**config.mk**
```make
export PLATFORM = sky130hd
export DESIGN_NAME = load_store_unit
export DESIGN_NICKNAME = d
export VERILOG_FILES = /design/src/rtl/load_store_unit_pkg.sv /design/src/rtl/lsu_load_align.sv /design/src/rtl/load_store_unit.sv
export SDC_FILE = /design/constraint.sdc
export NUM_CORES = 1
export LEC_CHECK = 0
export ABC_AREA = 1
export BUFFER_PORTS_ARGS = -buffer_cell sky130_fd_sc_hd__buf_2
export CORE_MARGIN = 10
export CORE_UTILIZATION = 48
export CTS_BUF_LIST = sky130_fd_sc_hd__clkbuf_16
export CTS_CLUSTER_DIAMETER = 120
export DETAILED_ROUTE_END_ITERATION = 8
export PLACE_DENSITY = 0.88
export SLEW_MARGIN = 30
export SYNTH_ARGS = -nofsm -noshare
export SYNTH_HDL_FRONTEND = slang
export SYNTH_SLANG_ARGS = --single-unit
```
**constraint.sdc**
```tcl
create_clock -name clk -period 3.5 [get_ports clk]
set_input_delay 0.35 -clock clk [delete_from_list [all_inputs] [get_ports clk]]
set_output_delay 0.35 -clock clk [all_outputs]
set_load 0.01 [all_outputs]
```
**src/rtl/load_store_unit_pkg.sv**
```systemverilog
// ----------------------------------------------------------------------------
// load_store_unit_pkg
// Shared definitions for the load/store unit:
//   - Size input encodings (byte/half/word, signed and unsigned variants)
//   - FSM state enum (IDLE, REQ, DONE)
//   - access width enum and decoded-size struct
//   - byte-enable base patterns for byte/half/word lanes
//   - decode_size(): maps the raw 3-bit Size code to width + sign-extend flag
// ----------------------------------------------------------------------------
package load_store_unit_pkg;

  localparam logic [2:0] SIZE_B  = 3'b000;  // signed byte
  localparam logic [2:0] SIZE_H  = 3'b001;  // signed half
  localparam logic [2:0] SIZE_W  = 3'b010;  // word
  localparam logic [2:0] SIZE_BU = 3'b100;  // unsigned byte
  localparam logic [2:0] SIZE_HU = 3'b101;  // unsigned half

  localparam logic [3:0] BE_BYTE = 4'b0001;
  localparam logic [3:0] BE_HALF = 4'b0011;
  localparam logic [3:0] BE_WORD = 4'b1111;

  typedef enum logic [1:0] {
    ST_IDLE = 2'd0,
    ST_REQ  = 2'd1,
    ST_DONE = 2'd2
  } lsu_state_e;

  typedef enum logic [1:0] {
    WID_BYTE = 2'd0,
    WID_HALF = 2'd1,
    WID_WORD = 2'd2
  } lsu_width_e;

  typedef struct packed {
    lsu_width_e width;
    logic       sext;   // sign-extend narrow loads
  } lsu_size_t;

  // Unlisted codes fall back to a plain word access.
  function automatic lsu_size_t decode_size(input logic [2:0] code);
    lsu_size_t d;
    d.width = WID_WORD;
    d.sext  = 1'b0;
    case (code)
      SIZE_B:  begin d.width = WID_BYTE; d.sext = 1'b1; end
      SIZE_H:  begin d.width = WID_HALF; d.sext = 1'b1; end
      SIZE_W:  d.width = WID_WORD;
      SIZE_BU: d.width = WID_BYTE;
      SIZE_HU: d.width = WID_HALF;
      default: d.width = WID_WORD;
    endcase
    return d;
  endfunction

endpackage

```
**src/rtl/lsu_load_align.sv**
```systemverilog
// ----------------------------------------------------------------------------
// lsu_load_align
// Purely combinational load extraction: selects the addressed byte or half
// lane of the returned bus word and sign- or zero-extends it to 32 bits.
// Ports:
//   rdata_i  [31:0]  word returned by memory
//   size_i           decoded access size (width + sign-extend flag)
//   offset_i [1:0]   byte offset inside the word (already aligned for halves)
//   data_o   [31:0]  extended load result
// ----------------------------------------------------------------------------
module lsu_load_align
  import load_store_unit_pkg::*;
(
  input  logic [31:0] rdata_i,
  input  lsu_size_t   size_i,
  input  logic [1:0]  offset_i,
  output logic [31:0] data_o
);

  logic [7:0]  byte_lane;
  logic [15:0] half_lane;

  // NOTE: every always_comb output gets a default first so no path can
  // leave it unassigned and infer a latch.
  always_comb begin
    byte_lane = rdata_i[{offset_i, 3'b000} +: 8];
    half_lane = offset_i[1] ? rdata_i[31:16] : rdata_i[15:0];
    data_o    = rdata_i;
    case (size_i.width)
      WID_BYTE: data_o = {{24{size_i.sext & byte_lane[7]}}, byte_lane};
      WID_HALF: data_o = {{16{size_i.sext & half_lane[15]}}, half_lane};
      default:  data_o = rdata_i;
    endcase
  end

endmodule

```
**src/rtl/load_store_unit.sv**
```systemverilog
// ----------------------------------------------------------------------------
// load_store_unit
// M-stage load/store unit with a single outstanding bus transaction.
// FSM: IDLE -> REQ (bus_req high until bus_ack) -> DONE -> IDLE.
// Stall is raised combinationally in the launching IDLE cycle and held
// through REQ; DONE releases the pipeline and always returns to IDLE, so the
// same instruction never relaunches.
//
// Ports:
//   clk, reset            rising-edge clock, async active-high reset
//   mem_en, MemRW         access present / 1=store 0=load
//   Size[2:0]             access size code (see load_store_unit_pkg)
//   addr[31:0], wdata     effective address and right-justified store data
//   stall                 holds F/D/X/M pipeline registers
//   load_data[31:0]       extended load result, held until the next load
//   misaligned            one-cycle trap pulse (trap build only, else 0)
//   bus_req, bus_we       request strobe and write enable
//   bus_addr, bus_be      word address and byte enables
//   bus_wdata             lane-replicated store data
//   bus_ack, bus_rdata    single-cycle completion and read word
//
// Configuration macro: LSU_MISALIGN_TRAP_EN
//   defined   -> misaligned half/word accesses trap and never reach the bus
//   undefined -> low address bits are forced to natural alignment
// ----------------------------------------------------------------------------
module load_store_unit
  import load_store_unit_pkg::*;
(
  input  logic        clk,
  input  logic        reset,
  input  logic        mem_en,
  input  logic        MemRW,
  input  logic [2:0]  Size,
  input  logic [31:0] addr,
  input  logic [31:0] wdata,
  output logic        stall,
  output logic [31:0] load_data,
  output logic        misaligned,
  output logic        bus_req,
  output logic        bus_we,
  output logic [31:0] bus_addr,
  output logic [3:0]  bus_be,
  output logic [31:0] bus_wdata,
  input  logic        bus_ack,
  input  logic [31:0] bus_rdata
);

  lsu_state_e  state_q, state_d;

  lsu_size_t   req_size;
  logic [1:0]  req_off;
  logic [3:0]  req_be;
  logic [31:0] req_wdata;
  logic        access_legal;
  logic        launch;
  logic        capture;

  logic        we_q;
  logic [31:0] addr_q;
  logic [3:0]  be_q;
  logic [31:0] wdata_q;
  lsu_size_t   size_q;
  logic [1:0]  off_q;
  logic [31:0] load_data_q;
  logic [31:0] aligned_data;

  assign req_size = decode_size(Size);

  // Request formatting: lane offset (forced to natural alignment), byte
  // enables and replicated store data, all derived from the live M-stage
  // inputs and captured on launch.
  always_comb begin : req_format
    req_off   = addr[1:0];
    req_be    = BE_WORD;
    req_wdata = wdata;
    case (req_size.width)
      WID_BYTE: begin
        req_be    = BE_BYTE << req_off;
        req_wdata = {4{wdata[7:0]}};
      end
      WID_HALF: begin
        req_off[0] = 1'b0;
        req_be     = BE_HALF << req_off;
        req_wdata  = {2{wdata[15:0]}};
      end
      default: begin
        req_off = 2'b00;
      end
    endcase
  end

`ifdef LSU_MISALIGN_TRAP_EN
  logic access_misaligned;
  logic trap;
  logic misaligned_q;

  assign access_misaligned =
      ((req_size.width == WID_HALF) && addr[0]) ||
      ((req_size.width == WID_WORD) && (addr[1:0] != 2'b00));
  assign access_legal = !access_misaligned;
  assign trap = (state_q == ST_IDLE) && mem_en && access_misaligned && !reset;

  always_ff @(posedge clk or posedge reset) begin
    if (reset) misaligned_q <= 1'b0;
    else       misaligned_q <= trap;
  end

  assign misaligned = misaligned_q;
`else
  assign access_legal = 1'b1;
  assign misaligned   = 1'b0;
`endif

  // --------------------------------------------------------------------------
  // FSM: state register
  // --------------------------------------------------------------------------
  // NOTE: sequential state uses non-blocking assignments so every register
  // samples pre-edge values regardless of process ordering.
  always_ff @(posedge clk or posedge reset) begin
    if (reset) state_q <= ST_IDLE;
    else       state_q <= state_d;
  end

  // --------------------------------------------------------------------------
  // FSM: next state
  // --------------------------------------------------------------------------
  always_comb begin : fsm_next
    state_d = state_q;
    case (state_q)
      ST_IDLE: if (mem_en && access_legal) state_d = ST_REQ;
      ST_REQ:  if (bus_ack)                state_d = ST_DONE;
      ST_DONE:                             state_d = ST_IDLE;
      default:                             state_d = ST_IDLE;
    endcase
  end

  // --------------------------------------------------------------------------
  // FSM: outputs. Reset masks the launch so stall is low while held in reset.
  // --------------------------------------------------------------------------
  always_comb begin : fsm_out
    launch  = 1'b0;
    stall   = 1'b0;
    bus_req = 1'b0;
    capture = 1'b0;
    case (state_q)
      ST_IDLE: begin
        launch = mem_en && access_legal && !reset;
        stall  = launch;
      end
      ST_REQ: begin
        stall   = 1'b1;
        bus_req = 1'b1;
        capture = bus_ack;   // ack outside REQ is never looked at
      end
      default: ;
    endcase
  end

  // --------------------------------------------------------------------------
  // Request and result registers
  // --------------------------------------------------------------------------
  always_ff @(posedge clk or posedge reset) begin
    if (reset) begin
      we_q        <= 1'b0;
      addr_q      <= '0;
      be_q        <= '0;
      wdata_q     <= '0;
      size_q      <= '0;
      off_q       <= '0;
      load_data_q <= '0;
    end else begin
      // Captured once at launch so the bus fields stay stable through REQ.
      if (launch) begin
        we_q    <= MemRW;
        addr_q  <= {addr[31:2], 2'b00};
        be_q    <= req_be;
        wdata_q <= req_wdata;
        size_q  <= req_size;
        off_q   <= req_off;
      end
      // Stores complete without touching the load result.
      if (capture && !we_q) load_data_q <= aligned_data;
    end
  end

  lsu_load_align u_load_align (
    .rdata_i  (bus_rdata),
    .size_i   (size_q),
    .offset_i (off_q),
    .data_o   (aligned_data)
  );

  assign bus_we    = we_q;
  assign bus_addr  = addr_q;
  assign bus_be    = be_q;
  assign bus_wdata = wdata_q;
  assign load_data = load_data_q;

endmodule

```
==> summary.md, run 1 <==
| Metric | Value |
|---|---|
| Sum Neg Setup Slack | `0 ns` |
| Worst Path Required | `between 3 and 4 ns` |
| WP buf/inv | `1` |
| First-pass GRT wire length | `24.21 mm` |
| Worst path slowest cell | `buf_4` |
| Site Rows | `37` |
| Die span in y | `122.3 µm` |
| Final hold vios | `0` |
| Peak supply drop | `0.3923 mV` |
| Num CTS Buffers | `9` |
| Seq/Total Area, Yosys | `52.83%` |
| Worst-Margin Slew | `0.8433 ns` |
| Largest net degree at the start of global routing | `82` |
| Clk pwr share | `18.4%` |
| # resized after CTS | `0` |
| Post-DRT Antenna Nets | `0` |
| Global route overflow | `0` |
| Die area | `0.01495 mm²` |
| WHS | `0.2040 ns` |
| Clk Tree Root Cell | `clkbuf_16` |
| Postcts setup bufs | `0` |
| Final setup vio count | `0` |
| Insertion delay to the later sink of the worst-skew pair | `0.34 ns` |
| Type of element launching the critical path | `register` |
| RSZ-0062 raised after global routing | `false` |
| Slew Limit Fails | `0` |
| Reg power frac | `between 40% and 50%` |
| M2 GR Usage | `32.97%` |
| Mapped Area | `about 0.0050 mm²` |
| Worst stage delay on the critical path | `0.57 ns` |
| Routed Wire Length | `15.44 mm` |
| Storage element area | `0.002653 mm²` |
| Post-synthesis register bit count | `106` |
| CTS Buffer Depth | `2` |
| Initial detailed-routing violation count | `around 340` |
| Worst-path clk slew | `0.08 ns` |
| Met1 Resource Use GR | `22.66%` |
| Drt first pass iters | `6` |
| Area Overhead vs Synth | `26.34%` |
| Die width | `about 120 µm` |
| Post-layout minimum cycle time | `about 1.9 ns` |
| Yosys warning count | `0` |
| Mean area per synthesized cell | `slightly above 8 µm²` |
| Worst Path Max Fanout | `81` |
| Port bufs | `204` |
| Max Fclk | `525.9 MHz` |
| Commonest non-fill, non-tap cells in the layout | `nand2_1 (267), buf_2 (204), dfrtp_1 (106)` |
| HP Class | `input pin to async pin` |
| Worst Path Arrival | `2.16 ns` |
| CP top delay family | `buffers and inverters` |
| CTS tree | `built` |
| DP HPWL | `around 12 mm` |
| Hold-fix buffers, CTS | `0` |
| CTS sink cnt | `roughly 110` |
| Vias | `4791` |
| Net Sw Power | `roughly 2.1 mW` |
| Placed Cells | `930` |
| Leakage | `3.465 nW` |
| Vias/cell | `5.064` |
| CORE AREA | `around 0.01 mm²` |
| Cell Count, Final, Fillers Out | `946` |
| RD Place Congestion | `around 0.93` |
| Post-synth top area share | `52.83%` |
| Crit path depth | `6` |
| Drt wl/cell | `between 15 and 20 µm` |
| Crit path kind | `register to register` |
| Vias in the first global route | `4824` |
| Crit end category | `register` |
| Clock skew | `0.006335 ns` |
| Internal power | `roughly 3 mW` |
| H-Tree Depth | `3` |
| FF-to-FF path depth | `6` |
| Global routing usage on met3 | `9.412%` |
| Initial Util | `48.86%` |
| PD cells | `813.5 mW/mm²` |
| DRC | `0` |
| Gate power share | `41.2%` |
| Multi-input logic area | `0.002054 mm²` |
| Slew headroom | `43.78%` |
| Flop2flop setup slack | `around 1.6 ns` |
| Crit-path cells | `nor2_1, nand2_1, nor2_4, buf_4, o21ai_0, o21ai_1` |
| GRT Total Usage | `20.10%` |
| Most common cell after layout, fill and taps aside | `nand2_1` |
| Mapped Cells | `616` |
| Antenna violations before repair | `2` |
| Status | `finished clean` |
| Layer with the highest usage | `met2` |
| Max Cap Violations | `0` |
| Fin util | `61.72%` |
| Area leader, netlist | `dfrtp_1` |
| Num ports | `208` |
| Post-synthesis cell type count | `33` |
| Fillers | `929` |
| Switching Share | `about two fifths` |
| Tcrit/Tclk final | `54.33%` |
| Share of layout cells above drive strength 1 | `between 30% and 40%` |
| Nets | `909` |
| Top cells by area, synth | `dfrtp_1 (53%), nand2_1 (20%), a21oi_2 (3.7%)` |
## layout make-up
cell class                      count  share of cell area (%)
Sequential cell                   106                   41.81
Multi-Input combinational cell    449                   32.39
Timing Repair Buffer              211                   16.92
Clock buffer                        9                   3.550
Tap cell                          136                   2.682
Inverter                           28                   1.815
Clock inverter                      6                  0.7890
Antenna cell                        1                 0.03945
## routing by layer
metal	vias up	part of all wire, %
li1	2320	-
met2	237	46
met1	2206	38
met3	26	13
met5	-	0.084
met4	2	2.0
## registers in the layout (all words and copies together), names as in the netlist
| name | flops |
|---|---|
| off_q | 2 |
| bus_we | 1 |
| size_q | 3 |
| load_data | 32 |
| bus_be | 4 |
| state_q | 2 |
| bus_wdata | 32 |
| bus_addr | 30 |
## cells in the mapped netlist
library cell	n
buf_6	5
a21oi_2	21
o22ai_1	1
clkinv_4	1
nor2_1	46
conb_1	1
buf_2	20
and3_1	1
o21ai_0	18
or2_2	6
nor2_4	3
nand3_1	8
o21a_1	2
dfrtp_1	106
nand2_8	1
a31oi_1	12
inv_1	22
nand3_2	1
buf_4	4
nand2_1	267
o21ai_1	13
inv_2	3
nand2_2	2
nand2_4	2
a21oi_1	34
a21boi_0	1
nor2_2	1
nor2_8	1
a41oi_1	4
clkinv_1	1
inv_4	1
nand3b_2	1
clkbuf_1	6
## power by group through the flow
stage | registers [mW] | logic (mW) | clock network (mW)
floorplan | 2.30 | 1.06 | 0
detailed placement | 2.09 | 2.16 | 0
global placement | 2.08 | 2.10 | 0
global route | 2.15 | 2.38 | 1.03
CTS | 2.08 | 2.16 | 0.975
finish | 2.08 | 2.13 | 0.950
## per-stage QoR
stage | worst slack, ns | area [µm²] | power, mW
2_1_floorplan | 0.3611 | 5029 | 3.361
3_3_place_gp | 1.691 | 6066 | 4.174
3_5_place_dp | 1.656 | 6066 | 4.252
4_1_cts | 1.643 | 6341 | 5.220
5_1_grt | 1.487 | 6341 | 5.560
6_report | 1.598 | 6344 | 5.160
## kinds of logic after synthesis
| family | synth area share (%) |
|---|---|
| simple gates | 27.78 |
| flops | 52.83 |
| buf+inv | 6.404 |
| other cells | 0.07469 |
| compound gates | 12.91 |
## path summary, 6_finish.rpt
kind,from,end
max,state_q[1],bus_be[2]
max reg2reg,state_q[1],bus_be[2]
min,reset,bus_addr[18]
max in group asynchronous,reset,load_data[8]
min in group clk,addr[26],bus_addr[26]
min reg2reg,bus_addr[17],bus_addr[17]
Power figures use the tool's default switching activity.
==> run 2: changes to the inputs <==
--- a/config.mk
+++ b/config.mk
@@ -8,11 +8,11 @@
 export ABC_AREA = 1
 export BUFFER_PORTS_ARGS = -buffer_cell sky130_fd_sc_hd__buf_2
 export CORE_MARGIN = 10
-export CORE_UTILIZATION = 48
+export CORE_UTILIZATION = 44
 export CTS_BUF_LIST = sky130_fd_sc_hd__clkbuf_16
 export CTS_CLUSTER_DIAMETER = 120
 export DETAILED_ROUTE_END_ITERATION = 8
-export PLACE_DENSITY = 0.88
+export PLACE_DENSITY = 0.85
 export SLEW_MARGIN = 30
 export SYNTH_ARGS = -nofsm -noshare
 export SYNTH_HDL_FRONTEND = slang
==> constraint.sdc (replaced) <==
create_clock -name clk -period 1.7 [get_ports clk]
set_input_delay 0.17 -clock clk [delete_from_list [all_inputs] [get_ports clk]]
set_output_delay 0.17 -clock clk [all_outputs]
set_load 0.01 [all_outputs]
==> run 2 against run 1 <==
Net effect:
- design area is 2.5% higher
- count of clock-buffer cells in the layout stayed put
- core utilization is 2.5 points lower
- sequential share of layout area is 1.0 points lower
- flip-flop and latch count stayed put
- largest power group unchanged
==> summary.md, run 2 (same netlist as run 1, synthesis figures left out) <==
| Metric | Value |
|---|---|
| Status | `finished clean` |
| Type of element launching the critical path | `register` |
| Area Overhead vs Synth | `29.45%` |
| Postcts setup bufs | `0` |
| Antenna violations before repair | `1` |
| PD cells | `1670 mW/mm²` |
| Sum Neg Setup Slack | `0 ns` |
| Crit path depth | `6` |
| Layer with the highest usage | `met2` |
| RSZ-0062 raised after global routing | `false` |
| M2 GR Usage | `29.43%` |
| FF-to-FF path depth | `7` |
| CORE AREA | `0.01098 mm²` |
| Reg power frac | `39.3%` |
| Crit-path cells | `nor2_1, nand2_1, nor2_4, inv_2, nand2_1, buf_2` |
| Post-DRT Antenna Nets | `0` |
| Final setup vio count | `0` |
| Worst stage delay on the critical path | `0.41 ns` |
| DP HPWL | `around 12 mm` |
| Clk pwr share | `a little under 20%` |
| CTS Buffer Depth | `2` |
| Nets | `about 900` |
| First-pass GRT wire length | `24.84 mm` |
| Internal power | `6.578 mW` |
| Num ports | `~210` |
| Worst-Margin Slew | `0.5377 ns` |
| R2r endpoint | `load_data[2]` |
| Critical path startpoint | `state_q[1]` |
| Insertion delay to the later sink of the worst-skew pair | `0.34 ns` |
| Initial detailed-routing violation count | `slightly below 400` |
| Diode count | `0` |
| Routed Wire Length | `15.34 mm` |
| Drt first pass iters | `7` |
| Drt wl/cell | `15.99 µm` |
| Global route overflow | `0` |
| GRT Total Usage | `between 10% and 20%` |
| DRC | `0` |
| # resized after CTS | `0` |
| WP buf/inv | `2` |
| Vias/cell | `4.975` |
| Flop2flop setup slack | `0.22 ns` |
| Max Fclk | `646.8 MHz` |
| Gate power share | `41.4%` |
| Vias in the first global route | `4785` |
| CTS tree | `built` |
| Share of layout cells above drive strength 1 | `approximately 34%` |
| WHS | `0.01674 ns` |
| Port bufs | `slightly above 200` |
| Largest net degree at the start of global routing | `53` |
| Met1 Resource Use GR | `22.32%` |
| Top cell by count, worst path | `nand2_1` |
| Most common cell after layout, fill and taps aside | `nand2_1` |
| CP top delay family | `simple AND/OR/NAND/NOR gates` |
| Die width | `126.8 µm` |
| Worst Path Arrival | `1.38 ns` |
| Die area | `0.01608 mm²` |
| Worst Path Max Fanout | `3` |
| RD Place Congestion | `around 0.86` |
| Crit path kind | `register to output pin` |
| CTS sink cnt | `106` |
| Total power | `10.86 mW` |
| H-Tree Depth | `3` |
| Fillers | `993` |
| Net Sw Power | `4.277 mW` |
| HP Class | `input pin to register` |
| DP Area | `0.006195 mm²` |
| Post-layout minimum cycle time | `1.546 ns` |
| Leakage | `3.536 nW` |
| RR Startpoint | `state_q[1]` |
| Site Rows | `38` |
| Initial Util | `a little under half` |
| Worst Path Required | `1.53 ns` |
| Final hold vios | `0` |
| Die span in y | `126.8 µm` |
| Fin util | `59.18%` |
| Vias | `4771` |
| Slew Limit Fails | `0` |
| Max Cap Violations | `0` |
| Crit end category | `output pin` |
| Peak supply drop | `0.9554 mV` |
| Commonest non-fill, non-tap cells in the layout | `nand2_1 (267), buf_2 (204), dfrtp_1 (106)` |
| Clk Tree Root Cell | `clkbuf_16` |
| Worst path slowest cell | `dfrtp_1` |
| Setup crit end | `stall` |
| Switching Share | `between 30% and 40%` |
| Tcrit/Tclk final | `90.95%` |
| Global routing usage on met3 | `roughly 8.5%` |
| Final Cell Area | `0.006500 mm²` |
| Clock skew | `0.01067 ns` |
| Slew headroom | `64.08%` |
| Num CTS Buffers | `9` |
| Worst-path clk slew | `0.07 ns` |
-- run 2: layout make-up --
| type | instances | area, µm² | area share (%) |
|---|---|---|---|
| Sequential cell | 106 | 2653 | 40.81 |
| Multi-Input combinational cell | 449 | 2054 | 31.61 |
| Timing Repair Buffer | 220 | 1206 | 18.56 |
| Clock buffer | 9 | 225.2 | 3.465 |
| Tap cell | 140 | 175.2 | 2.695 |
| Inverter | 28 | 116.4 | 1.790 |
| Clock inverter | 7 | 70.07 | 1.078 |
-- run 2: power by group through the flow --
stage / clock network [mW] / registers [mW] / logic (mW)
after floorplan: 0 / 4.74 / 2.18
after global placement: 0 / 4.27 / 4.44
after detailed placement: 0 / 4.30 / 4.56
after CTS: 2.14 / 4.28 / 4.57
after global routing: 2.24 / 4.42 / 5.03
final: 2.09 / 4.27 / 4.49
-- run 2: worst min-delay path by stage --
| stage | from | to | slack, ns | depth (start not counted) |
|---|---|---|---|---|
| finish | addr[6] | bus_addr[6] | 0.02 | 3 |
| global route | addr[11] | bus_addr[11] | 0.01 | 3 |
| CTS | Size[2] | size_q[0] | 0.0005 | 2 |
| detailed placement | reset | load_data[13] | 0.27 | 2 |
| global placement | reset | off_q[1] | 0.27 | 2 |
| floorplan | Size[2] | size_q[0] | 0.27 | 1 |
-- run 2: timing repair --
action,4_1_cts,5_1_grt
endpoints found under the hold margin,18,0
hold buffers,1,0
setup endpoints to repair,0,0
-- run 2: worst min-delay path, delay by kind of cell --
| family | cells | cell delay (ns) |
|---|---|---|
| buffers and inverters | 1 | 0.07 |
| AND/OR/NAND/NOR | 2 | 0.09 |
-- run 2: per-stage QoR --
stage | setup slack, ns | cells
4_1_cts | 0.1285 | 959
6_report | 0.1539 | 959
2_1_floorplan | 0.2565 | 618
3_5_place_dp | 0.2400 | 942
3_3_place_gp | 0.2525 | 942
5_1_grt | 0.03809 | 959
-- run 2: per-layer routing --
layer / routed length (µm) / up-vias
met4: 304 / 2
met2: 7139 / 221
met1: 6205 / 2188
li1: - / 2338
met3: 1675 / 22
met5: 13 / -
==> run 3: changes to the inputs <==
--- a/config.mk
+++ b/config.mk
@@ -8,12 +8,14 @@
 export ABC_AREA = 1
 export BUFFER_PORTS_ARGS = -buffer_cell sky130_fd_sc_hd__buf_2
 export CORE_MARGIN = 10
-export CORE_UTILIZATION = 44
+export CORE_UTILIZATION = 45
 export CTS_BUF_LIST = sky130_fd_sc_hd__clkbuf_16
 export CTS_CLUSTER_DIAMETER = 120
 export DETAILED_ROUTE_END_ITERATION = 8
 export PLACE_DENSITY = 0.85
+export REMOVE_ABC_BUFFERS = 1
 export SLEW_MARGIN = 30
 export SYNTH_ARGS = -nofsm -noshare
 export SYNTH_HDL_FRONTEND = slang
+export SYNTH_HIERARCHICAL = 1
 export SYNTH_SLANG_ARGS = --single-unit
==> run 3 against run 2 <==
Net effect:
- core utilization down 0.59 points
- register-to-register slack worse by 0.08 ns
- die area up 4.1%
- synthesized cell count up 12%
- non-clock buffer count up 6
- routed wire length up 10%
- count of clock-buffer cells in the layout unchanged
- fmax down 1.0%
- power down 1.5%
- critical path depth up 1
- global-route usage up 1.2 points
- flip-flop and latch count unchanged
- largest power group unchanged
==> summary.md, run 3 <==
| Metric | Value |
|---|---|
| Antenna violations before repair | `1` |
| DP HPWL | `12.50 mm` |
| Main synth FF type | `dfrtp_1` |
| Asr flop ratio synth | `between 90% and 100%` |
| Clock skew | `0.006495 ns` |
| Leakage | `4.009 nW` |
| Post-synthesis cell type count | `29` |
| CTS tree | `built` |
| Diode count | `0` |
| Most common cell after layout, fill and taps aside | `nand2_1` |
| Mean area per synthesized cell | `7.803 µm²` |
| RD Place Congestion | `0.8535` |
| Post-layout minimum cycle time | `about 1.6 ns` |
| First-pass GRT wire length | `between 20 and 30 mm` |
| Yosys warning count | `6` |
| Mapped Area | `between 0.005 and 0.006 mm²` |
| Cell Count, Final, Fillers Out | `around 1000` |
| CTS Buffer Depth | `2` |
| Worst Path Arrival | `around 1.9 ns` |
| Nets | `989` |
| H-Tree Depth | `3` |
| Largest net degree at the start of global routing | `64` |
| Insertion delay to the later sink of the worst-skew pair | `approximately 0.35 ns` |
| Crit path kind | `register to register` |
| Post-DRT Antenna Nets | `0` |
| Drt first pass iters | `5` |
| Postcts setup bufs | `0` |
| Most frequent cell after synthesis | `nand2_1` |
| Num CTS Buffers | `9` |
| Worst Slack Setup Final | `between 0.1 and 0.15 ns` |
| Max Fclk | `640.1 MHz` |
| Placed Cells | `1009` |
| Slew headroom | `54.25%` |
| Post-synth top area share | `49.27%` |
| Die width | `129.4 µm` |
| Tcrit/Tclk final | `91.89%` |
| Num ports | `approximately 210` |
| Area Overhead vs Synth | `25.87%` |
| Vias/cell | `5.050` |
| Vias in the first global route | `5168` |
| Crit end category | `register` |
| Share of layout cells above drive strength 1 | `31.12%` |
| DP Area | `~0.0064 mm²` |
| Commonest non-fill, non-tap cells in the layout | `nand2_1 (367), buf_2 (204), dfrtp_1 (105)` |
| Status | `finished clean` |
| Initial detailed-routing violation count | `roughly 420` |
| Port bufs | `204` |
| Site Rows | `39` |
| Drt wl/cell | `16.34 µm` |
| Top cells by area, synth | `dfrtp_1 (49%), nand2_1 (26%), nand3_1 (6.1%)` |
| Die area | `0.01674 mm²` |
| Pre-CTS setup slack | `0.1236 ns` |
| Type of element launching the critical path | `register` |
| Mapped Cells | `690` |
| EDFF count, synth | `0` |
| Slew Limit Fails | `0` |
| RSZ-0062 raised after global routing | `false` |
| Area leader, netlist | `dfrtp_1` |
| Worst-Margin Slew | `around 0.7 ns` |
| Commonest cells in the synthesized netlist | `nand2_1 (367), dfrtp_1 (106), nand3_1 (66)` |
| CORE AREA | `roughly 0.012 mm²` |
| Die span in y | `between 100 and 150 µm` |
| Global route overflow | `0` |
| Vias | `5217` |
| CTS sink cnt | `106` |
| Final setup vio count | `0` |
| Worst Path Max Fanout | `16` |
| Post-synthesis register bit count | `about 110` |
| Initial Util | `46.55%` |
| GRT Total Usage | `19.90%` |
| Worst-path clk slew | `0.08 ns` |
| DRC | `0` |
| Routed Wire Length | `between 15 and 20 mm` |
| Peak supply drop | `1.071 mV` |
| Seq/Total Area, Yosys | `approximately 49%` |
| Final hold vios | `0` |
| Max Cap Violations | `0` |
| PD cells | `1578 mW/mm²` |
| Final Cell Area | `0.006777 mm²` |
| Worst Path Required | `1.99 ns` |
| HP Class | `input pin to register` |
| Clk Tree Root Cell | `clkbuf_16` |
run 3: stage by stage:
step / utilization, % / total power, mW / hold slack, ns / setup TNS [ns]
6_report: 58.60 / 10.69 / 0.006033 / 0
5_1_grt: 58.60 / 11.50 / 0.006239 / 0
4_1_cts: 58.58 / 10.79 / 0.0001322 / 0
3_5_place_dp: 55.18 / 8.551 / 0.3658 / 0
3_3_place_gp: 55.18 / 8.419 / 0.3630 / 0
2_1_floorplan: - / 6.561 / 0.2789 / -394.58
run 3: path summary, 6_finish.rpt:
| kind | slack [ns] | to | depth (start not counted) | startpoint |
|---|---|---|---|---|
| max | 0.14 | load_data[30] | 7 | off_q[1] |
| min | 0.006 | bus_addr[15] | 3 | addr[15] |
| max reg2reg | 0.14 | load_data[30] | 7 | off_q[1] |
| min reg2reg | 0.47 | load_data[21] | 2 | load_data[21] |
| max in group asynchronous | 1.20 | bus_be[0] | 3 | reset |
| min in group asynchronous | 0.03 | state_q[0] | 3 | reset |
run 3: cell type report:
| cell class | count | area (µm²) |
|---|---|---|
| multi-input combinational | 521 | 2310 |
| sequential | 106 | 2654 |
| fill | 1035 | 4788 |
| inverter | 21 | 88.84 |
| clock buffer | 9 | 225.2 |
| clock inverter | 7 | 88.84 |
| timing repair buffer | 226 | 1231 |
| tap | 143 | 178.9 |
run 3: cell families after synthesis:
kind of cell	share of synthesized area, %
simple gates	38.60
flops	49.27
buf+inv	8.064
compound gates	3.997
other cells	0.06965
run 3: power by group:
group	leakage [nW]	switching (mW)	internal (mW)
sequential	1.34	0.636	3.56
combinational	2.53	2.63	1.68
clock	0.143	1.01	1.17
total	4.01	4.28	6.42
run 3: worst max-delay path: stages, from the launching register on:
cell and delay, ns:
dfrtp_2 0.48, inv_8 0.13, nand2_2 0.06, nand2_2 0.09
nand3_2 0.35, nand3_1 0.22, nand3_1 0.10, nand2_1 0.08
run 3: layer usage:
layer | share of wire (%) | wire (µm) | vias up | global-route usage, %
met4 | 1.6 | 263 | 2 | 6.890
met2 | 47 | 7860 | 272 | 31.52
met3 | 13 | 2173 | 20 | 8.524
li1 | - | - | 2535 | -
met5 | 0.077 | 13 | - | 0
met1 | 39 | 6567 | 2388 | 23.83
run 3: repair_timing:
action,4_1_cts,5_1_grt
gates resized for setup,0,1
setup endpoints to repair,0,19
hold buffers,8,0
endpoints found under the hold margin,8,0
